===== src/rtl/edit_field_ctrl.sv =====
`default_nettype none
// ============================================================================
// Module   : edit_field_ctrl
// Purpose  : Front-panel editing controller for the clock/date/chrono VGA
//            display. Steps the user through the hour, date and chrono edit
//            groups, highlights the selected field, muxes edited or live BCD
//            values to the display and commits each edited group to the
//            timekeeping block through a req/ack write handshake.
// Ports    : clk, reset (async, active-low)
//            btn_mode/next/up/down/cancel  1-cycle button pulses
//            hora..c_seg                   live packed-BCD values
//            disp_*                        values shown on the display
//            bandera_*                     field-selected highlight flags
//            wr_req/wr_addr/wr_data/wr_ack write handshake
//            edit_active                   high while editing or committing
//            err                           1-cycle pulse on write timeout
// Revision : 1.0  initial release
// ============================================================================
module edit_field_ctrl #(
  parameter int ACK_TIMEOUT = 255
) (
  input  logic       clk,
  input  logic       reset,
  input  logic       btn_mode,
  input  logic       btn_next,
  input  logic       btn_up,
  input  logic       btn_down,
  input  logic       btn_cancel,
  input  logic [7:0] hora,
  input  logic [7:0] min,
  input  logic [7:0] seg,
  input  logic [7:0] dia,
  input  logic [7:0] mes,
  input  logic [7:0] ano,
  input  logic [7:0] c_hora,
  input  logic [7:0] c_min,
  input  logic [7:0] c_seg,
  output logic [7:0] disp_hora,
  output logic [7:0] disp_min,
  output logic [7:0] disp_seg,
  output logic [7:0] disp_dia,
  output logic [7:0] disp_mes,
  output logic [7:0] disp_ano,
  output logic [7:0] disp_chora,
  output logic [7:0] disp_cmin,
  output logic [7:0] disp_cseg,
  output logic       bandera_hh,
  output logic       bandera_mh,
  output logic       bandera_sh,
  output logic       bandera_df,
  output logic       bandera_mf,
  output logic       bandera_af,
  output logic       bandera_hc,
  output logic       bandera_mc,
  output logic       bandera_sc,
  output logic       wr_req,
  output logic [3:0] wr_addr,
  output logic [7:0] wr_data,
  input  logic       wr_ack,
  output logic       edit_active,
  output logic       err
);

  // Timeout counter only has to reach ACK_TIMEOUT-1.
  localparam int c_cnt_w = (ACK_TIMEOUT > 1) ? $clog2(ACK_TIMEOUT) : 1;
  localparam logic [c_cnt_w-1:0] c_cnt_last = c_cnt_w'(ACK_TIMEOUT - 1);

  typedef enum logic [2:0] {
    ST_IDLE   = 3'd0,
    ST_EDIT_H = 3'd1,
    ST_EDIT_F = 3'd2,
    ST_EDIT_C = 3'd3,
    ST_COMMIT = 3'd4
  } state_t;

  // Group encoding: 0 = hour, 1 = date, 2 = chrono.
  state_t             r_state, w_state_nxt;
  logic [1:0]         r_grp, w_grp_nxt;
  logic [1:0]         r_cursor, w_cursor_nxt;
  logic [1:0]         r_k, w_k_nxt;
  logic [7:0]         r_e0, r_e1, r_e2;
  logic [7:0]         w_e0_nxt, w_e1_nxt, w_e2_nxt;
  logic [c_cnt_w-1:0] r_cnt, w_cnt_nxt;
  logic               r_wr_req, w_wr_req_nxt;
  logic [3:0]         r_wr_addr, w_wr_addr_nxt;
  logic [7:0]         r_wr_data, w_wr_data_nxt;
  logic               r_err, w_err_nxt;
  logic               r_edit_active, w_edit_active_nxt;
  logic [8:0]         r_flags, w_flags_nxt;

  logic [7:0] w_sel_cur, w_sel_k, w_lo, w_hi, w_inc, w_dec;
  logic [3:0] w_flag_idx;

  // Lower/upper bound of the field at (group, cursor); the day limit is
  // deliberately month-independent.
  function automatic logic [7:0] fld_min(input logic [1:0] g, input logic [1:0] c);
    return (g == 2'd1 && c != 2'd2) ? 8'h01 : 8'h00;
  endfunction

  function automatic logic [7:0] fld_max(input logic [1:0] g, input logic [1:0] c);
    if (g == 2'd1) begin
      case (c)
        2'd0:    return 8'h31;
        2'd1:    return 8'h12;
        default: return 8'h99;
      endcase
    end
    return (c == 2'd0) ? 8'h23 : 8'h59;
  endfunction

  function automatic logic [3:0] grp_base(input logic [1:0] g);
    case (g)
      2'd0:    return 4'd0;
      2'd1:    return 4'd3;
      default: return 4'd6;
    endcase
  endfunction

  // Packed-BCD step with wrap. Out-of-range inputs (e.g. a day snapshot of
  // 00) are pulled back into range so the result is always valid BCD.
  function automatic logic [7:0] bcd_inc(input logic [7:0] v, input logic [7:0] lo,
                                         input logic [7:0] hi);
    if (v >= hi)            return lo;
    else if (v < lo)        return lo;
    else if (v[3:0] >= 4'd9) return {v[7:4] + 4'd1, 4'd0};
    else                    return v + 8'd1;
  endfunction

  function automatic logic [7:0] bcd_dec(input logic [7:0] v, input logic [7:0] lo,
                                         input logic [7:0] hi);
    if (v <= lo || v > hi)   return hi;
    else if (v[3:0] == 4'd0) return {v[7:4] - 4'd1, 4'd9};
    else if (v[3:0] > 4'd9)  return {v[7:4], 4'd9};
    else                     return v - 8'd1;
  endfunction

  always_comb begin
    case (r_cursor)
      2'd0:    w_sel_cur = r_e0;
      2'd1:    w_sel_cur = r_e1;
      default: w_sel_cur = r_e2;
    endcase
    case (r_k)
      2'd0:    w_sel_k = r_e0;
      2'd1:    w_sel_k = r_e1;
      default: w_sel_k = r_e2;
    endcase
  end

  assign w_lo  = fld_min(r_grp, r_cursor);
  assign w_hi  = fld_max(r_grp, r_cursor);
  assign w_inc = bcd_inc(w_sel_cur, w_lo, w_hi);
  assign w_dec = bcd_dec(w_sel_cur, w_lo, w_hi);

  // Next-state logic; all outputs are registered from these values so the
  // flags and edit_active line up with the state they describe.
  always_comb begin
    w_state_nxt   = r_state;
    w_grp_nxt     = r_grp;
    w_cursor_nxt  = r_cursor;
    w_k_nxt       = r_k;
    w_e0_nxt      = r_e0;
    w_e1_nxt      = r_e1;
    w_e2_nxt      = r_e2;
    w_cnt_nxt     = r_cnt;
    w_wr_req_nxt  = r_wr_req;
    w_wr_addr_nxt = r_wr_addr;
    w_wr_data_nxt = r_wr_data;
    w_err_nxt     = 1'b0;

    case (r_state)
      ST_IDLE: begin
        if (btn_mode) begin
          w_state_nxt  = ST_EDIT_H;
          w_grp_nxt    = 2'd0;
          w_cursor_nxt = 2'd0;
          w_e0_nxt     = hora;
          w_e1_nxt     = min;
          w_e2_nxt     = seg;
        end
      end

      ST_EDIT_H, ST_EDIT_F, ST_EDIT_C: begin
        // Priority chain: cancel > mode > next > up > down.
        if (btn_cancel) begin
          w_state_nxt = ST_IDLE;
        end else if (btn_mode) begin
          w_state_nxt   = ST_COMMIT;
          w_k_nxt       = 2'd0;
          w_wr_req_nxt  = 1'b1;
          w_wr_addr_nxt = grp_base(r_grp);
          w_wr_data_nxt = r_e0;
          w_cnt_nxt     = '0;
        end else if (btn_next) begin
          w_cursor_nxt = (r_cursor == 2'd2) ? 2'd0 : r_cursor + 2'd1;
        end else if (btn_up || btn_down) begin
          case (r_cursor)
            2'd0:    w_e0_nxt = btn_up ? w_inc : w_dec;
            2'd1:    w_e1_nxt = btn_up ? w_inc : w_dec;
            default: w_e2_nxt = btn_up ? w_inc : w_dec;
          endcase
        end
      end

      ST_COMMIT: begin
        if (r_wr_req) begin
          if (wr_ack) begin
            w_wr_req_nxt = 1'b0;
            if (r_k == 2'd2) begin
              w_cursor_nxt = 2'd0;
              case (r_grp)
                2'd0: begin
                  w_state_nxt = ST_EDIT_F;
                  w_grp_nxt   = 2'd1;
                  w_e0_nxt    = dia;
                  w_e1_nxt    = mes;
                  w_e2_nxt    = ano;
                end
                2'd1: begin
                  w_state_nxt = ST_EDIT_C;
                  w_grp_nxt   = 2'd2;
                  w_e0_nxt    = c_hora;
                  w_e1_nxt    = c_min;
                  w_e2_nxt    = c_seg;
                end
                default: w_state_nxt = ST_IDLE;
              endcase
            end else begin
              w_k_nxt = r_k + 2'd1;
            end
          end else if (r_cnt == c_cnt_last) begin
            w_wr_req_nxt = 1'b0;
            w_err_nxt    = 1'b1;
            w_state_nxt  = ST_IDLE;
          end else begin
            w_cnt_nxt = r_cnt + 1'b1;
          end
        end else begin
          // One idle cycle after each ack, then raise the next write.
          w_wr_req_nxt  = 1'b1;
          w_wr_addr_nxt = grp_base(r_grp) + {2'b00, r_k};
          w_wr_data_nxt = w_sel_k;
          w_cnt_nxt     = '0;
        end
      end

      default: w_state_nxt = ST_IDLE;
    endcase

    w_flag_idx        = grp_base(w_grp_nxt) + {2'b00, w_cursor_nxt};
    w_edit_active_nxt = (w_state_nxt != ST_IDLE);
    if (w_state_nxt == ST_EDIT_H || w_state_nxt == ST_EDIT_F || w_state_nxt == ST_EDIT_C)
      w_flags_nxt = 9'b0_0000_0001 << w_flag_idx;
    else
      w_flags_nxt = 9'b0;
  end

  always_ff @(posedge clk or negedge reset) begin
    if (!reset) begin
      r_state       <= ST_IDLE;
      r_grp         <= 2'd0;
      r_cursor      <= 2'd0;
      r_k           <= 2'd0;
      r_e0          <= 8'h00;
      r_e1          <= 8'h00;
      r_e2          <= 8'h00;
      r_cnt         <= '0;
      r_wr_req      <= 1'b0;
      r_wr_addr     <= 4'd0;
      r_wr_data     <= 8'h00;
      r_err         <= 1'b0;
      r_edit_active <= 1'b0;
      r_flags       <= 9'b0;
    end else begin
      r_state       <= w_state_nxt;
      r_grp         <= w_grp_nxt;
      r_cursor      <= w_cursor_nxt;
      r_k           <= w_k_nxt;
      r_e0          <= w_e0_nxt;
      r_e1          <= w_e1_nxt;
      r_e2          <= w_e2_nxt;
      r_cnt         <= w_cnt_nxt;
      r_wr_req      <= w_wr_req_nxt;
      r_wr_addr     <= w_wr_addr_nxt;
      r_wr_data     <= w_wr_data_nxt;
      r_err         <= w_err_nxt;
      r_edit_active <= w_edit_active_nxt;
      r_flags       <= w_flags_nxt;
    end
  end

  // A group shows its edit registers while being edited or committed.
  logic w_show_h, w_show_f, w_show_c;
  assign w_show_h = (r_state != ST_IDLE) && (r_grp == 2'd0);
  assign w_show_f = (r_state != ST_IDLE) && (r_grp == 2'd1);
  assign w_show_c = (r_state != ST_IDLE) && (r_grp == 2'd2);

  assign disp_hora  = w_show_h ? r_e0 : hora;
  assign disp_min   = w_show_h ? r_e1 : min;
  assign disp_seg   = w_show_h ? r_e2 : seg;
  assign disp_dia   = w_show_f ? r_e0 : dia;
  assign disp_mes   = w_show_f ? r_e1 : mes;
  assign disp_ano   = w_show_f ? r_e2 : ano;
  assign disp_chora = w_show_c ? r_e0 : c_hora;
  assign disp_cmin  = w_show_c ? r_e1 : c_min;
  assign disp_cseg  = w_show_c ? r_e2 : c_seg;

  assign bandera_hh = r_flags[0];
  assign bandera_mh = r_flags[1];
  assign bandera_sh = r_flags[2];
  assign bandera_df = r_flags[3];
  assign bandera_mf = r_flags[4];
  assign bandera_af = r_flags[5];
  assign bandera_hc = r_flags[6];
  assign bandera_mc = r_flags[7];
  assign bandera_sc = r_flags[8];

  assign wr_req      = r_wr_req;
  assign wr_addr     = r_wr_addr;
  assign wr_data     = r_wr_data;
  assign err         = r_err;
  assign edit_active = r_edit_active;

endmodule
`default_nettype wire


===== config.mk =====
export PLATFORM = sky130hd
export DESIGN_NAME = edit_field_ctrl
export DESIGN_NICKNAME = d
export VERILOG_FILES = /design/src/rtl/edit_field_ctrl.sv
export SDC_FILE = /design/constraint.sdc
export NUM_CORES = 1
export LEC_CHECK = 0
export BUFFER_PORTS_ARGS = -buffer_cell sky130_fd_sc_hd__buf_2
export CORE_ASPECT_RATIO = 1.1
export CORE_UTILIZATION = 40
export DETAILED_ROUTE_END_ITERATION = 16
export PLACE_DENSITY = 0.67
export RECOVER_POWER = 100
export REMOVE_ABC_BUFFERS = 1
export SLEW_MARGIN = 40
export SYNTH_ARGS = -nofsm -noshare
export SYNTH_HDL_FRONTEND = slang
export SYNTH_SLANG_ARGS = --single-unit

===== constraint.sdc =====
create_clock -name clk -period 3.1 [get_ports clk]
set_input_delay 0 -clock clk [delete_from_list [all_inputs] [get_ports clk]]
set_output_delay 0 -clock clk [all_outputs]
set_load 0.005 [all_outputs]

Yosys cells after proc, flatten, opt, wreduce, memory -nomap -nowiden
Cells that the tools add are included.
Operators by class
  equal/unequal tests: 33
  multiplexer cells: 116
  add/subtract/negate cells: 9
  order comparisons: 6
  reduce and logical (&&, ||, !) cells: 27
  shifts and indexed selects: 1
Operators by type and width (number)
  $mux W8: 53
  $pmux W8 S2: 8
  $pmux W8 S3: 3
  $mux W2: 17
  $reduce_and A11 Y1: 3
  $ne A2 B2 Y1 const B: 15
  $mux W3: 7
  $mux W4: 5
  $add A8 B1 Y8 const B: 2
  $pmux W2 S2: 4
  $eq A3 B2 Y1 const B: 4
  $pmux W3 S2: 2
  $mux W1: 11
  $mux W9: 1
  $ne A3 B3 Y1 const B: 3
  $pmux W3 S3: 1
  $reduce_bool A3 Y1: 3
  $shl A1 B4 Y9 const A: 1
  $add A4 B2 Y4: 2
  $eq A2 B1 Y1 const B: 4
  $eq A8 B8 Y1 const B: 1
  $ge A8 B8 Y1: 1
  $gt A8 B8 Y1: 1
  $le A8 B1 Y1: 1
  other kinds (26): 39
Storage, ports and cells
  logic and storage cells: 206
  register bits: 65
  input port bits: 80
  output and inout port bits: 96

Depth between registers and ports, before layout
  word-level depth: 14
  mapped depth: 17
  mapped depth without buffers: 15

Least setup slack after synthesis
OpenSTA, ideal clock, no wires.
  kind: register -> register
  from: reg r_cursor[0]
  to: reg r_e1[2]
  clock period less this slack: 3012 ps
  stages on the path, launching flop included: 15
  required time: 3018 ps
  path buffers: 2
  slack: 88 ps
  arrival: 2930 ps
  setup time: 82 ps
  path through: dfrtp_1 > buf_6 > buf_6 > mux2_4 > mux2i_4 > inv_2 > ha_1 > a211oi_1 > nor2_1 > nor3_1 > a31oi_2 > nor4_4 > nor4b_2 > a31oi_1 > a31oi_1
On the way
  cells in the longest elaborated chain, start to end: 14
  elaborated cells between the ends (all ways): 35
  classes of those cells: add/sub: 2; order compare: 6; eq/ne: 3; mux: 19; reduce/logical: 5
RTL lines
  from (decl): RTL line 79  | logic [1:0] r_cursor, w_cursor_nxt;
  from (signal assigned): RTL line 277  | r_cursor <= w_cursor_nxt;
  $eq A2 B1 Y1 / $logic_not A2 Y1 (equally long branches)
  $pmux W8 S2: RTL line 102  | case (c)
  $mux W8: RTL line 101  | if (g == 2'd1) begin
  $mux W8: RTL line 108  | return (c == 2'd0) ? 8'h23 : 8'h59;
  $gt A8 B8 Y1: RTL line 131  | if (v <= lo || v > hi) return hi;
  $logic_or A1 B1 Y1: RTL line 131
  $mux W8: RTL line 131
  $mux W8: RTL line 199  | 2'd1: w_e1_nxt = btn_up ? w_inc : w_dec;
  $mux W8: RTL line 197  | case (r_cursor)
  $mux W8: RTL line 196  | end else if (btn_up || btn_down) begin
  $mux W8: RTL line 194  | end else if (btn_next) begin
  $mux W8: RTL line 187  | end else if (btn_mode) begin
  $mux W8: RTL line 185  | if (btn_cancel) begin
  $pmux W8 S3: RTL line 171  | case (r_state)
  to (signal assigned): RTL line 280  | r_e1 <= w_e1_nxt;
  to (decl): RTL line 81  | logic [7:0] r_e0, r_e1, r_e2;
Several ways; a longest one is shown, not always the timed one. The select of a mux whose other input is x is not followed.
A chain may end at the register's enable or synchronous reset.

Final worst setup path
  from: reg r_state[1]
  to: out disp_min[3]
On the way
  cells in the longest elaborated chain, start to end: 3
RTL lines
  from (decl): RTL line 77  | state_t r_state, w_state_nxt;
  from (signal assigned): RTL line 275  | r_state <= w_state_nxt;
  $reduce_bool A3 Y1: RTL line 294  | assign w_show_h = (r_state != ST_IDLE) && (r_grp == 2'd0);
  $logic_and A1 B1 Y1: RTL line 294
  $mux W8: RTL line 299  | assign disp_min = w_show_h ? r_e1 : min;
  to (decl): RTL line 39  | output logic [7:0] disp_min,
No other way between the ends.

==> metrics.csv <==
metric,value,unit
vias,6125,
max_freq,335,MHz
final_nets,1040,
yosysWarningCount,0,
final_common_cell,buf_2,
yosys_register_bits,65,
holdCritStartpoint,btn_cancel,
cts.htree.levels,3,
seq_area,1630,µm²
vdd_drop_max,0.425,mV
die_width,119,µm
clk_path_buf_depth,2,
dieArea,15600,µm²
pwr_density_cell,950,nW/µm²
cts_root_buf,clkbuf_16,
io_pins,176,
n_antenna_cell,0,
most-common-layout-cells,"buf_2 (129), nor2_1 (104), nand2_1 (88), mux2_2 (70), dfrtp_1 (60)",
antenna_found_initial,0,
drc,0,
dp_slack,0.0784,ns
min_period,2.98,ns
worstSetupStartpoint,r_state[1]$_DFF_PN0_,
clk_latency,0.33,ns
numCtsBuffers,9,
async_reset_ff_share,100,%
total_power,7.31,mW
start_util,41.4,%
grt_max_degree,48,
finalInstanceArea,7700,µm²
placed_cell_area,7410,µm²
drt_pass1_iterations,5,
final_cells,1130,
cts.clk_slew.worst_paths,0.05,ns
syn_inst,730,
hp-class,in -> reg,
p_leak,3.37,nW
end_kind,primary output,
worstPathMaxFanout,47,
fillers,1477,
clkSinkCount,65,
finalSetupViolations,0,
maxSlewViolCount,42,
relSlewSlack,-52.7,%
gr-total-overflow,0,
detailed_place_hpwl,15500,µm
areaGrowthSynthToFinish,27.1,%
utilization,52.6,%
num_rows,46,
status,"finished, violations left",
vias_per_cell,5.42,
critPathArrivalTime,2.98,ns
yosysSeqAreaShare,26.9,%
drtIter0Drc,384,
wl_per_cell,17.4,µm
routed_wirelength,19600,µm
drv_cap,1,
worst-endpoint-required,3.10,ns
tns,0,ns
syn_area_per_cell,8.29,µm²
grt_pass1_vias,5792,
synth_cell_types,75,
syn_area,6050,µm²
fin_ws,0.115,ns
grt_pass1_wl,30100,µm
cts_tree,done,
fin_worst_skew,0.00585,ns
min_period_over_period,96.3,%
worst_pin_slew,2.29,ns
drive_gt1_share,33.6,%
place.gp.congestion,0.921,
synth_edf_count,0,
io_buffer_count,175,
coreArea,14600,µm²
detail-route-antenna-nets,0,
start_kind,register,
synth_ff_type,dfrtp_1,
multi_input_area,4220,µm²
place_inst,1111,
die_h,131,µm
holdWs,0.0434,ns
worstSetupPathType,reg -> out,
rrSetupSlack,0.15,ns
gr-usage-all-layers,24.9,%
hold_violations,0,
reg2reg_from,r_cursor[0]$_DFF_PN0_,
violations,"max-capacitance violations, max-slew violations",
==> layer usage <==
layer / GRT usage [%] / up-vias / wire length (µm)
met2: 46.2 / 232 / 9930
met5: 0 / - / 0
met4: 10.3 / 0 / 563
met1: 28.4 / 2835 / 7980
li1: - / 3019 / -
met3: 4.47 / 39 / 1140
==> timing repair <==
action                     in CTS  in global routing
hold endpoints to repair       40                  0
hold buffers                    2                  0
setup endpoints to repair       0                 33
setup buffers                   0                  1
gates resized for setup         0                 21
==> flip-flops by register name (all words and copies together) (netlist names) <==
| name | flops |
|---|---|
| edit_active | 1 |
| err | 1 |
| r_cnt | 8 |
| r_cursor | 2 |
| r_e0 | 8 |
| r_e1 | 8 |
| r_e2 | 8 |
| r_flags | 9 |
| r_grp | 2 |
| r_k | 2 |
| r_state | 3 |
| wr_addr | 4 |
| wr_data | 8 |
| wr_req | 1 |
==> layout make-up <==
class	count	area share, %
Clock inverter	3	0.228
Multi-Input combinational cell	602	54.8
Tap cell	192	3.12
Sequential cell	65	21.2
Timing Repair Buffer	235	16.4
Clock buffer	13	3.25
Inverter	20	0.975
==> final timing paths <==
path	endpoint	cells after the start
min in group asynchronous	r_flags[4]$_DFF_PN0_	2
max	disp_min[3]	6
max in group asynchronous	r_cursor[0]$_DFF_PN0_	2
min reg2reg	wr_addr[3]$_DFFE_PN0P_	2
max reg2reg	r_e1[3]$_DFFE_PN0P_	14
min	r_state[1]$_DFF_PN0_	4
==> report_power, final <==
part | internal, mW | switching [mW]
clock | 0.560 | 0.356
combinational | 2.14 | 2.70
sequential | 1.16 | 0.406
==> Yosys cell counts (all sizes together) (4+ instances only) <==
master	number	area, µm²
nand4	4	25.0
nor2b	8	50.1
ha	25	313
a22o	4	35.0
o31ai	5	51.3
nand2	88	330
xor2	7	61.3
a21o	4	30.0
xnor2	7	61.3
nor3	11	60.1
nand3	15	75.1
inv	20	75.1
dfrtp	65	1630
mux2i	36	389
nor2	106	400
or2	5	31.3
o211ai	8	65.1
clkbuf	26	97.6
o21ai	51	263
a21oi	55	290
o21a	4	30.0
nand2b	5	38.8
a31oi	23	150
mux2	76	863
a22oi	12	90.1
buf	17	110
==> cell families after synthesis <==
family / after synthesis / share of synthesized area, %
buffers and inverters: 63 / 4.67
DFF: 65 / 26.9
AOI/OAI and AO/OA: 187 / 20.1
adders and majority gates: 27 / 5.83
xor gates and xnor gates: 14 / 2.03
muxes: 112 / 20.7
and+or+nand+nor: 262 / 19.8
==> critical path, stage by stage, from the launching register on <==
cell     delay [ns]
dfrtp_1        0.40
or2_1          0.25
buf_4          0.28
o21ai_0        0.73
buf_4          0.45
mux2_1         0.40
buf_2          0.14
(Power assumes the default switching activity.)
